File: src/rtl/hazard_ctrl_unit.sv
// Pipeline hazard controller: load-use stalls, branch/jump redirect and flush, with perf counters.
// Redirect/stall/flush are combinational in the detecting cycle; multi-cycle holds are tracked by a small FSM.
module hazard_ctrl_unit #(
    parameter int XLEN        = 32,
    parameter int RAW         = 5,
    parameter int LOAD_LAT    = 1,
    parameter int FLUSH_DEPTH = 2,
    parameter int CNT_W       = 16
) (
    input  logic             clk,
    input  logic             rst,
    input  logic [1:0]       branch,
    input  logic [2:0]       func3,
    input  logic             alu_zero,
    input  logic [XLEN-1:0]  pc_imm,
    input  logic [XLEN-1:0]  alu_out,
    input  logic             ex_mem_read,
    input  logic [RAW-1:0]   ex_rd,
    input  logic [RAW-1:0]   id_rs1,
    input  logic [RAW-1:0]   id_rs2,
    input  logic [1:0]       id_use,
    output logic             stall,
    output logic             bubble,
    output logic             flush,
    output logic             redirect_valid,
    output logic [XLEN-1:0]  pc_redirect,
    output logic [CNT_W-1:0] stall_cnt,
    output logic [CNT_W-1:0] flush_cnt
);

    typedef enum logic [1:0] {IDLE, LSTALL, FLUSH} state_t;

    localparam logic [2:0] LSTALL_INIT = 3'(LOAD_LAT - 1);
    localparam logic [2:0] FLUSH_INIT  = 3'(FLUSH_DEPTH - 1);

    state_t           state;
    logic [2:0]       cnt;
    logic [CNT_W-1:0] stall_count;
    logic [CNT_W-1:0] flush_count;
    logic             cb_taken;
    logic             take;
    logic [XLEN-1:0]  target;
    logic             load_haz;

    always_comb begin
        cb_taken = 1'b0;
        case (func3)
            3'b000, 3'b101, 3'b111: cb_taken = alu_zero;
            3'b001, 3'b100, 3'b110: cb_taken = ~alu_zero;
            default:                cb_taken = 1'b0;
        endcase
    end

    assign take     = ((branch == 2'b01) && cb_taken) || (branch == 2'b10) || (branch == 2'b11);
    assign target   = (branch == 2'b10) ? alu_out : pc_imm;
    // x0 is hardwired zero, so a load targeting it can never create a dependency
    assign load_haz = ex_mem_read && (ex_rd != '0) &&
                      ((id_use[0] && (id_rs1 == ex_rd)) || (id_use[1] && (id_rs2 == ex_rd)));

    always_comb begin
        stall          = 1'b0;
        bubble         = 1'b0;
        flush          = 1'b0;
        redirect_valid = 1'b0;
        pc_redirect    = '0;
        if (!rst) begin
            case (state)
                IDLE, LSTALL: begin
                    if (take) begin
                        redirect_valid = 1'b1;
                        pc_redirect    = target;
                        flush          = 1'b1;
                    end else if (load_haz || (state == LSTALL)) begin
                        stall  = 1'b1;
                        bubble = 1'b1;
                    end
                end
                FLUSH:   flush = 1'b1;
                default: ;
            endcase
        end
    end

    always_ff @(posedge clk) begin
        if (rst) begin
            state       <= IDLE;
            cnt         <= '0;
            stall_count <= '0;
            flush_count <= '0;
        end else begin
            if (stall && (stall_count != {CNT_W{1'b1}}))
                stall_count <= stall_count + 1'b1;
            if (flush && (flush_count != {CNT_W{1'b1}}))
                flush_count <= flush_count + 1'b1;

            case (state)
                IDLE, LSTALL: begin
                    if (take) begin
                        if (FLUSH_DEPTH > 1) begin
                            state <= FLUSH;
                            cnt   <= FLUSH_INIT;
                        end else begin
                            state <= IDLE;
                            cnt   <= '0;
                        end
                    end else if (state == LSTALL) begin
                        if (cnt <= 3'd1) begin
                            state <= IDLE;
                            cnt   <= '0;
                        end else begin
                            cnt <= cnt - 3'd1;
                        end
                    end else if (load_haz && (LOAD_LAT > 1)) begin
                        state <= LSTALL;
                        cnt   <= LSTALL_INIT;
                    end
                end
                FLUSH: begin
                    if (cnt <= 3'd1) begin
                        state <= IDLE;
                        cnt   <= '0;
                    end else begin
                        cnt <= cnt - 3'd1;
                    end
                end
                default: begin
                    state <= IDLE;
                    cnt   <= '0;
                end
            endcase
        end
    end

    assign stall_cnt = rst ? '0 : stall_count;
    assign flush_cnt = rst ? '0 : flush_count;

endmodule

File: config.mk
export PLATFORM = sky130hd
export DESIGN_NAME = hazard_ctrl_unit
export DESIGN_NICKNAME = d
export VERILOG_FILES = /design/src/rtl/hazard_ctrl_unit.sv
export SDC_FILE = /design/constraint.sdc
export NUM_CORES = 1
export LEC_CHECK = 0
export ABC_AREA = 1
export CAP_MARGIN = 20
export CORE_MARGIN = 1
export CORE_UTILIZATION = 37
export CTS_CLUSTER_SIZE = 40
export DETAILED_ROUTE_END_ITERATION = 8
export GPL_ROUTABILITY_DRIVEN = 0
export GPL_TIMING_DRIVEN = 0
export PLACE_DENSITY = 0.83
export SYNTH_ARGS = -nofsm -noshare
export SYNTH_HDL_FRONTEND = slang
export SYNTH_SLANG_ARGS = --single-unit
export TNS_END_PERCENT = 50
File: constraint.sdc
create_clock -name clk -period 1.8 [get_ports clk]
set_input_delay 0.36 -clock clk [delete_from_list [all_inputs] [get_ports clk]]
set_output_delay 0.36 -clock clk [all_outputs]
set_load 0.03 [all_outputs]
# Word-level counts from Yosys, hierarchy flattened
# Cells that the tools add are included.
[totals] reg_bits=37 input_bits=90
[op_classes] n_addsub=3 magnitude_cmp=1 n_eq_ne=15 n_mux=24 bitwise_logic=1 n_reduce_logical=17
[ops] cell="$mux 32" n=4
[ops] cell="$add 16x1->16 const B" n=2
[ops] cell="$mux 16" n=2
[ops] cell="$ne 16x16->1 const B" n=2
[ops] cell="$eq 3x3->1 const B" n=4
[ops] cell="$eq 5x5->1" n=2
[ops] cell="$mux 3" n=3
[ops] cell="$mux 1" n=8
[ops] cell="$logic_and 1x1->1" n=7
[ops] cell="$eq 2x2->1 const B" n=3
[ops] cell="$mux 2" n=3
[ops] cell="$pmux 3 s2" n=1
[ops] cell="$reduce_or 3->1" n=2
[ops] cell="$reduce_bool 5->1" n=1
[ops] cell="$eq 2x1->1 const B" n=2
[ops] cell="$logic_or 1x1->1" n=4
[ops] cell="$pmux 1 s2" n=2
[ops] cell="$pmux 2 s2" n=1
[ops] cell="$eq 3x1->1 const B" n=1
[ops] cell="$le 3x1->1 const B" n=1
[ops] cell="$logic_not 3->1" n=1
[ops] cell="$ne 3x3->1 const B" n=1
[ops] cell="$sub 3x1->3 const B" n=1
[ops] cell="$logic_not 2->1" n=1
[ops] cell="2 further kinds" n=2

# Longest topological paths before layout
# Gate-level depths: netlist (run 1).
[logic_depth] word_depth=10 mapped_depth=12 ltp_nobuf=12

# Worst setup path after synthesis (run 1)
# No wires, ideal clock.
[synth_path] path_type="in2out" startpoint="input func3[1]" endpoint="output pc_redirect[10]" t_arrival_ps=2281 required_time_ps=1440 path_slack_ps=-841 cell_stages=9 path_buffers=1 path_cell_list="or2_2 nand2_1 nand3_1 nand2_1 nand2_1 nor2_1 inv_1 clkbuf_1 a21oi_1"
[synth_via] elab_chain_cells=9 word_cells_on_any_way=15
[synth_lines] item="start: declaration" line_no="13" text="input logic [2:0] func3,"
[synth_lines] item="$eq 3x1->1 (tied with other cells)" line_no="47" text="case (func3)"
[synth_lines] item="$reduce_or 3->1" line_no="47"
[synth_lines] item="$pmux 1 s2 (*)" line_no="47"
[synth_lines] item="$logic_and 1x1->1 (*)" line_no="54" text="assign take = ((branch == 2'b01) && cb_taken) || (branch == 2'b10) || (branch == 2'b11);"
[synth_lines] item="$logic_or 1x1->1 (*) (2 in a row)" line_no="54"
[synth_lines] item="$mux 32 (*)" line_no="69" text="if (take) begin"
[synth_lines] item="$mux 32 (*)" line_no="67" text="case (state)"
[synth_lines] item="$mux 32 (*)" line_no="66" text="if (!rst) begin"
[synth_lines] item="end: declaration" line_no="26" text="output logic [XLEN-1:0] pc_redirect,"
# Every way passes the cells marked *; elsewhere a longest branch is shown, timed or not.

# Worst setup path in the final report (run 1)
[layout_path] startpoint="input func3[2]" endpoint="output pc_redirect[17]"
# Same word-level chain as after synthesis.

==> metrics.txt, run 1 <==
worst setup margin=-220.0 ps; CP endpoint kind=output port; largest family of logic cells by synthesized area=simple AND/OR/NAND/NOR gates; die height=slightly above 90 microns; Post-synth EDFFs=0; synthesized cell area=0.003103 sq mm; final net count=roughly 820; final setup fails=48; Clk pin slew, worst setup/hold paths=70 ps; VDD IR max=approximately 0.00053 V; total CTS buffers=5; failing checks=setup timing; total number of yosys warnings=0; slew margin rel.=between 60% and 70%; initial antenna violation count=0; via count=roughly 4300; antenna-violating nets left=0; simple-gate share of the synthesized area=between 40% and 50%; WS Path Type=input pin to output port; clk_lat worst skew=around 300 ps; CTS tree=built; Finished Layout Cells=835; CP Cell Sequence=buf_6, or2_4, nand2_2, nand3_4, nand2_2, nand2_2, nor2_4, inv_6, clkbuf_16, a21oi_4, buf_6; I/O Pins=158; width of the chip=93.58 microns; CTS Buffer Depth=2; ys async rst share=0%; Post-Synth Adder-Cell Area=under 10%; count of final hold-check violations=0; 1st-pass router iterations=5; Top delay family on crit path=simple AND/OR/NAND/NOR gates; Worst Path Required=roughly 1400 ps; CP max stage delay=around 230 ps; status=finished with violations; DP HPWL=roughly 9000 microns; proportion of layout cells with a drive suffix above 1=between 20 and 30%; Synth Instances=~540; crit path max fanout=8; I/O Buffers=between 150 and 200; Vias per Instance=a little over 5; largest net degree at the start of global routing=13; Initial Util=approximately 38%; post-layout min period=just over 2000 ps; Filler cells=roughly 660; mux cell area share after synthesis=0%; syn_nets=between 600 and 700; DRT iter0 DRCs=220; drc violations=0; clk root buf=clkbuf_8; first-pass GRT wire length=~18000 microns; cell mode on critical path=nand2_2; WL final=between 10000 and 15000 microns; Clock Skews=13.37 ps; drt wl/cell=between 10 and 15 microns; setup tns final=-6643 ps; post-layout util=69.64%; RSZ-0062 raised after global routing=yes; Tcrit/Tclk final=112.2%; crit path max-delay cell type=or2_4; Max Clock Freq=between 400 and 500 MHz; Placeable Area=about 0.0082 sq mm; pwr dens=around 430 mW/mm^2; Die Footprint=approximately 0.0088 sq mm; XOR/XNOR Fraction of Synth Area=approximately 5.6%; row cnt=33; P&R area growth vs syn=83.47%; CP startpoint kind=input pin; Worst Tran Pin Value=approximately 550 ps; post-synthesis compound-gate area fraction=roughly an eighth; # H-tree levels=2; crit path DAT=~1700 ps; MaxCap Viol Count=0; Final Max Tran Viols=0; WP buf/inv=4; hold crit path type=flop to flop; most frequent cells in the layout=nand2_1 (159), nor2_1 (67), clkdlybuf4s50_1 (65); global-route usage over all layers=about a quarter; Cells after DPL=between 800 and 900; Yosys reg bits=37; LEAKAGE=approximately 2.4 nW; commonest non-fill, non-tap cell in the layout=nand2_1; Clock Sinks=37; syn_area_per_cell=around 5.7 sq um; GR Overflow Total=0; Seq/Total Area, Yosys=23.87%; number of global-route vias before repair=around 3900; Main synth FF type=dfxtp_1; library cells used by synthesis=29; Antenna diodes=0
-- logic make-up (layout without fill, tap and decap cells) --
| group | count (synthesis) | count (layout) |
|---|---|---|
| DFF | 37 | 37 |
| and+or+nand+nor | 318 | 318 |
| buffers and inverters | 91 | 277 |
| xor gates and xnor gates | 20 | 20 |
| AOI/OAI and AO/OA | 74 | 74 |
| adders and majority gates | 4 | 4 |
-- cell usage after synthesis (4+ instances only) --
cell type | count | area, sq um
a21oi_1 | 61 | 305.3
nand4_1 | 23 | 143.9
o21ai_0 | 7 | 35.03
inv_1 | 63 | 236.5
xor2_1 | 20 | 175.2
clkbuf_1 | 17 | 63.81
nand3_1 | 34 | 170.2
dfxtp_1 | 37 | 740.7
ha_1 | 4 | 50.05
nor2_1 | 69 | 259.0
buf_2 | 4 | 20.02
nor3_1 | 9 | 45.04
nand2_1 | 169 | 634.4
-- per-layer routing --
| layer | vias to the layer above | global-route usage [%] | routed length, microns |
|---|---|---|---|
| met1 | 1929 | 28.01 | 4516 |
| met2 | 211 | 49.75 | 6110 |
| met3 | 33 | 7.724 | 1202 |
| li1 | 2103 | - | - |
| met4 | 0 | 10.51 | 374 |
| met5 | - | 0 | 0 |
-- area by class of cell --
type	instances	area, sq um	area share, %
multi-input combinational	416	2471	43.41
clock buffer	6	82.58	1.451
timing repair buffer	180	1734	30.46
clock inverter	2	13.76	0.2418
buffer	25	261.5	4.593
inverter	64	250.2	4.396
sequential	37	748.2	13.14
tap	105	131.4	2.308
-- state kept, by name (all words and copies together) (netlist names) --
register,count
flush_count,16
state,2
stall_count,16
cnt,3
-- power breakdown --
part	leakage (nW)	switching (mW)	internal, mW
combinational	2.07	0.511	0.453
sequential	0.301	0.0148	0.834
clock	0.0512	0.330	0.311
total	2.43	0.856	1.60
-- path summary, 6_finish.rpt --
kind / startpoint / to / slack (ps) / cells after the start
worst max-delay path: func3[2] / pc_redirect[17] / -220 / 11
worst min register to register: stall_count[3] / stall_count[3] / 480 / 2
worst max register to register: flush_count[0] / flush_count[10] / -40 / 7
worst min-delay path: stall_count[3] / stall_count[3] / 480 / 2
-- worst min-delay path, cell delays in order, from the launching register on --
cell and delay, ps:
dfxtp_1 330, nand2_1 60, a21oi_1 50
-- what timing repair did --
action | CTS | global route
hold buffers | 0 | 0
setup endpoints to repair | 99 | 83
gates cloned | 3 | 1
buffers inserted | 6 | 14
pin swaps | 24 | 22
gates resized for setup | 405 | 55
-- stage by stage --
stage	cell area [sq um]	power [mW]	hold WS, ps	setup WS, ps
floorplan	3555	1.368	427.5	-213.2
global placement	5248	1.722	442.9	-1307
detailed placement	5248	1.742	462.9	-1343
CTS	5574	2.439	475.2	-232.8
global route	5693	2.566	503.7	-297.0
finish	5693	2.454	483.3	-220.0
Note: power is estimated with default switching activity, not from simulation.
==> inputs of run 2 (changes only) <==
--- a/config.mk
+++ b/config.mk
@@ -7,7 +7,7 @@
 export LEC_CHECK = 0
 export ABC_AREA = 1
 export CAP_MARGIN = 20
-export CORE_MARGIN = 1
+export CORE_MARGIN = 3
 export CORE_UTILIZATION = 37
 export CTS_CLUSTER_SIZE = 40
 export DETAILED_ROUTE_END_ITERATION = 8
==> metrics.txt, run 2 (same netlist as run 1, synthesis figures left out) <==
DP HPWL=9307 microns (was 8880 microns); Max Clock Freq=490.5 MHz (was 495.0 MHz); Largest regs=flush_count x16, stall_count x16, cnt x3 (unchanged); via count=4328 (was 4276); Placeable Area=0.007928 sq mm (was 0.008175 sq mm); crit path max-delay cell type=or2_4 (unchanged); CP endpoint kind=output port (unchanged); first-pass GRT wire length=20530 microns (was 18470 microns); Clock Skews=5.624 ps (was 13.37 ps); die height=97.58 microns (was 93.58 microns); CTS Buffer Depth=2 (unchanged); GR Overflow Total=0 (unchanged); internal power component=1.648 mW (was 1.598 mW); Clock Sinks=37 (unchanged); post-layout min period=2039 ps (was 2020 ps); width of the chip=97.58 microns (was 93.58 microns); cell mode on critical path=nand2_2 (unchanged); # H-tree levels=2 (unchanged); CP max stage delay=240 ps (was 230 ps); Cells after DPL=802 (was 805); count of final hold-check violations=0 (unchanged); design area=0.005727 sq mm (was 0.005693 sq mm); I/O Pins=158 (unchanged); drt wl/cell=15.40 microns (was 14.61 microns); VDD IR max=0.0004157 V (was 0.0005296 V); failing checks=setup timing (unchanged); crit path DAT=1680 ps (was 1660 ps); hold crit path type=flop to flop (unchanged); Comb pwr share=39.6% (was 39.3%); most frequent cells in the layout=nand2_1 (159), nor2_1 (67), clkdlybuf4s50_1 (65) (unchanged); switching share of power=33.97% (was 34.86%); row cnt=32 (was 33); Sw Pwr=847.6 uW (was 855.5 uW); I/O Buffers=156 (unchanged); 1st-pass router iterations=7 (was 5); final setup fails=50 (was 48); WL final=12780 microns (was 12200 microns); status=finished with violations (unchanged); crit path max fanout=7 (was 8); dpl cell area=0.005244 sq mm (was 0.005248 sq mm); Worst Path Required=1440 ps (about the same); Final Max Tran Viols=0 (unchanged); Finished Layout Cells=830 (was 835); Clk pin slew, worst setup/hold paths=70 ps (about the same); DRT iter0 DRCs=218 (was 220); proportion of layout cells with a drive suffix above 1=25.69% (was 27.81%); commonest non-fill, non-tap cell in the layout=nand2_1 (unchanged); worst setup margin=-238.8 ps (was -220.0 ps); CTS tree=built (unchanged); total CTS buffers=5 (unchanged); slew margin rel.=64.65% (was 63.22%); RSZ-0062 raised after global routing=yes (unchanged); Worst Tran Pin Value=526.3 ps (was 551.7 ps); Reg power frac=34.1% (was 34.6%); antenna-violating nets left=0 (unchanged); pwr dens=435.7 mW/mm^2 (was 431.0 mW/mm^2); largest net degree at the start of global routing=12 (was 13); Tcrit/Tclk final=113.3% (was 112.2%); CP startpoint kind=input pin (unchanged); initial antenna violation count=0 (unchanged); CP Cell Sequence=buf_6, or2_4, nand2_2, nand3_4, nand2_2, nand2_2, nor2_4, inv_6, clkbuf_16, a21oi_4, buf_6 (unchanged); clock share of power=26.3% (was 26.1%); Placement Setup Slack=-1383 ps (was -1343 ps); number of global-route vias before repair=4238 (was 3921); global-route usage over all layers=25.69% (was 26.72%); WS Path Type=input pin to output port (unchanged); P&R area growth vs syn=84.56% (was 83.47%); MaxCap Viol Count=0 (unchanged); clk_lat worst skew=290 ps (was 300 ps); Vias per Instance=5.214 (was 5.121); Initial Util=39.14% (was 37.96%); Design Power=2.495 mW (was 2.454 mW); Antenna diodes=0 (unchanged); final net count=821 (was 823); drc violations=0 (unchanged); LEAKAGE=2.469 nW (was 2.426 nW); clk root buf=clkbuf_8 (unchanged); Die Footprint=0.009521 sq mm (was 0.008756 sq mm)
## run 2: cell count changes in the layout (fill, tap and decap cells not counted), sizes merged
cell           change
clkdlybuf4s15      -5
clkinv             -1
dlygate4sd2       +19
clkbuf            -12
buf                -3
## run 2: path summary, 6_finish.rpt
check	startpoint	endpoint	cells after the start	slack [ps]
hold reg to reg	state[1]	state[1]	1	470
setup reg to reg	stall_count[1]	stall_count[14]	8	-30
setup / recovery	func3[2]	pc_redirect[23]	11	-240
hold / removal	state[1]	state[1]	1	470
## run 2: per-stage QoR
stage               TNS, ps  utilization, %  hold slack (ps)
floorplan             -7548               -            427.5
global placement     -79810           66.15            438.8
detailed placement   -82220           66.15            460.1
CTS                   -7656           70.74            470.4
global route         -12670           72.24            494.0
finish                -7561           72.24            470.1
## run 2: per-layer routing
layer	vias up	GRT usage [%]	share of wire [%]
met3	26	4.379	8.3
met5	-	0	0
met4	0	8.520	2.7
li1	2095	-	-
met1	1990	31.13	40
met2	217	45.70	49
## run 2: power groups by stage
stage               Combinational [mW]  Clock [mW]  Sequential (mW)
floorplan                        0.502           0            0.866
global placement                 0.859           0            0.868
detailed placement               0.880           0            0.870
CTS                              0.964       0.659            0.851
global route                      1.06       0.688            0.852
finish                           0.988       0.657            0.850
## run 2: what timing repair did
action                                  CTS  global route
hold buffers                              0             0
endpoints found under the hold margin     0             0
setup buffers                            11            10
gates resized for setup                 410            22
pin swaps                                23             4
endpoints found under the setup margin   99            83
gates cloned                              3             0
## run 2: area by class of cell
| cell class | count | area (sq um) |
|---|---|---|
| clock inverters | 1 | 5.005 |
| multi-input cells | 416 | 2511 |
| clock buffers | 7 | 96.34 |
| repair buffers | 177 | 1728 |
| flip-flops and latches | 37 | 747.0 |
| inverters | 64 | 250.2 |
| fillers | 623 | 2201 |
| well taps | 102 | 127.6 |
| plain buffers | 26 | 261.5 |
## run 2: critical path: cells and delay by family
kind / cells / cell delay (ps)
AOI/OAI and AO/OA: 1 / 140
and+or+nand+nor: 6 / 690
buffers and inverters: 4 / 490
==> inputs of run 3 (changes only) <==
--- a/config.mk
+++ b/config.mk
@@ -14,6 +14,8 @@
 export GPL_ROUTABILITY_DRIVEN = 0
 export GPL_TIMING_DRIVEN = 0
 export PLACE_DENSITY = 0.83
+export REMOVE_ABC_BUFFERS = 1
+export SKIP_LAST_GASP = 1
 export SYNTH_ARGS = -nofsm -noshare
 export SYNTH_HDL_FRONTEND = slang
 export SYNTH_SLANG_ARGS = --single-unit
==> metrics.txt, run 3 (same netlist as run 1, synthesis figures left out) <==
dpl cell area=0.004722 sq mm (was 0.005244 sq mm); Placement Setup Slack=-1649 ps (was -1383 ps); 1st-pass router iterations=5 (was 7); crit path max fanout=5 (was 7); Antenna diodes=0 (unchanged); I/O Pins=158 (unchanged); global-route usage over all layers=26.16% (was 25.69%); worst setup margin=-409.4 ps (was -238.8 ps); post-layout min period=2209 ps (was 2039 ps); first-pass GRT wire length=20750 microns (was 20530 microns); final net count=805 (was 821); CTS Buffer Depth=2 (unchanged); initial antenna violation count=0 (unchanged); design area=0.005607 sq mm (was 0.005727 sq mm); clk root buf=clkbuf_8 (unchanged); LEAKAGE=2.291 nW (was 2.469 nW); most frequent cells in the layout=nand2_1 (161), clkdlybuf4s50_1 (95), nor2_1 (67) (was nand2_1 (159), nor2_1 (67), clkdlybuf4s50_1 (65)); WL final=13990 microns (was 12780 microns); failing checks=setup timing (unchanged); status=finished with violations (unchanged); largest net degree at the start of global routing=41 (was 12); Final Max Tran Viols=0 (unchanged); Worst Tran Pin Value=455.9 ps (was 526.3 ps); row cnt=32 (unchanged); CP startpoint kind=input pin (unchanged); Worst Path Required=1440 ps (about the same); width of the chip=97.58 microns (unchanged); P&R area growth vs syn=80.69% (was 84.56%); pwr dens=462.6 mW/mm^2 (was 435.7 mW/mm^2); via count=4425 (was 4328); DP HPWL=8875 microns (was 9307 microns); CTS tree=built (unchanged); Filler cells=595 (was 623); Initial Util=39.14% (unchanged); Die Footprint=0.009521 sq mm (unchanged); storage element area=740.7 sq um (was 747.0 sq um); I/O Buffers=157 (was 156); Max Clock Freq=452.6 MHz (was 490.5 MHz); VDD IR max=0.0004614 V (was 0.0004157 V); Design Power=2.594 mW (was 2.495 mW); total CTS buffers=5 (unchanged); hold crit path type=input pin to flop (was flop to flop); antenna-violating nets left=0 (unchanged); MaxCap Viol Count=0 (unchanged); Clock Skews=9.227 ps (was 5.624 ps); drc violations=0 (unchanged); Clk pin slew, worst setup/hold paths=70 ps (about the same); slew margin rel.=69.37% (was 64.65%); Clock Sinks=37 (unchanged); crit path DAT=1850 ps (was 1680 ps); GR Overflow Total=0 (unchanged); area of the multi-input gates=0.002461 sq mm (was 0.002511 sq mm); # H-tree levels=2 (unchanged); WS Path Type=input pin to output port (unchanged); commonest non-fill, non-tap cell in the layout=nand2_1 (unchanged); DRT iter0 DRCs=465 (was 218); Largest regs=flush_count x16, stall_count x16, cnt x3 (unchanged); Placeable Area=0.007928 sq mm (unchanged); clk_lat worst skew=300 ps (was 290 ps); count of final hold-check violations=0 (unchanged); RSZ-0062 raised after global routing=yes (unchanged); drt wl/cell=17.19 microns (was 15.40 microns); Vias per Instance=5.436 (was 5.214); number of global-route vias before repair=4112 (was 4238); die height=97.58 microns (unchanged); CP endpoint kind=output port (unchanged); final setup fails=72 (was 50); proportion of layout cells with a drive suffix above 1=21.21% (was 25.69%); Tcrit/Tclk final=122.7% (was 113.3%)
[run 3: changes by cell type in the layout (fill, tap and decap cells not counted), moves of 5 or more]
cell,before,now
buf_2,10,1
clkbuf_4,5,0
clkbuf_2,5,0
clkdlybuf4s50_1,65,95
clkbuf_8,13,6
clkdlybuf4s15_2,12,3
dlygate4sd2_1,35,15
a21oi_4,32,27
[run 3: report_power, final]
group / internal (mW) / leakage [nW] / total [mW] / switching, mW
clock: 0.452 / 0.0585 / 0.762 / 0.310
combinational: 0.441 / 1.93 / 0.981 / 0.540
sequential: 0.837 / 0.299 / 0.851 / 0.0137
total: 1.73 / 2.29 / 2.59 / 0.863
[run 3: worst paths after layout]
kind | from | end | slack, ps | depth (start not counted)
setup reg to reg | stall_count[6] | stall_count[14] | 10 | 6
hold reg to reg | state[1] | state[1] | 470 | 1
hold / removal | rst | flush_count[8] | 410 | 2
setup / recovery | func3[2] | pc_redirect[21] | -410 | 12
[run 3: final cells by class]
type | instances | share of cell area (%)
multi-input cells | 417 | 43.90
repair buffers | 185 | 33.97
well taps | 102 | 2.276
inverters | 64 | 4.441
flip-flops and latches | 37 | 13.21
clock buffers | 7 | 1.540
clock inverters | 1 | 0.5356
repair inverters | 1 | 0.1339
[run 3: stage by stage]
step                instances  setup TNS, ps  util [%]  hold WS (ps)
finish                    814         -15820     70.72         406.7
global route              814         -21860     70.72         420.0
CTS                       809         -18080     68.39         407.4
detailed placement        778         -85540     59.56         453.4
global placement          776        -209170     59.00         440.1
floorplan                 517         -35210         -         422.4
[run 3: worst max-delay path, stage by stage]
cell and delay, ps:
buf_6 100, or2_4 240, nand2_4 60, nand3_4 80, nand2_2 70, nand2_2 70, nor2_4 140, buf_6 130
clkinvlp_4 120, buf_6 170, a21oi_2 140, buf_6 160
[run 3: metal layers]
| metal | global-route usage [%] | vias up | wire length (microns) |
|---|---|---|---|
| met5 | 0 | - | 0 |
| met4 | 10.33 | 0 | 794 |
| met3 | 5.958 | 55 | 1168 |
| met2 | 45.39 | 275 | 6896 |
| met1 | 31.07 | 2022 | 5132 |
| li1 | - | 2073 | - |
[run 3: what timing repair did]
item                                    CTS  global route
hold endpoints to repair                  0             0
hold buffers                              0             0
pin swaps                                26             3
buffers inserted                         19             5
endpoints found under the setup margin  101            99
gates cloned                              4             0
resized for setup                       381            23
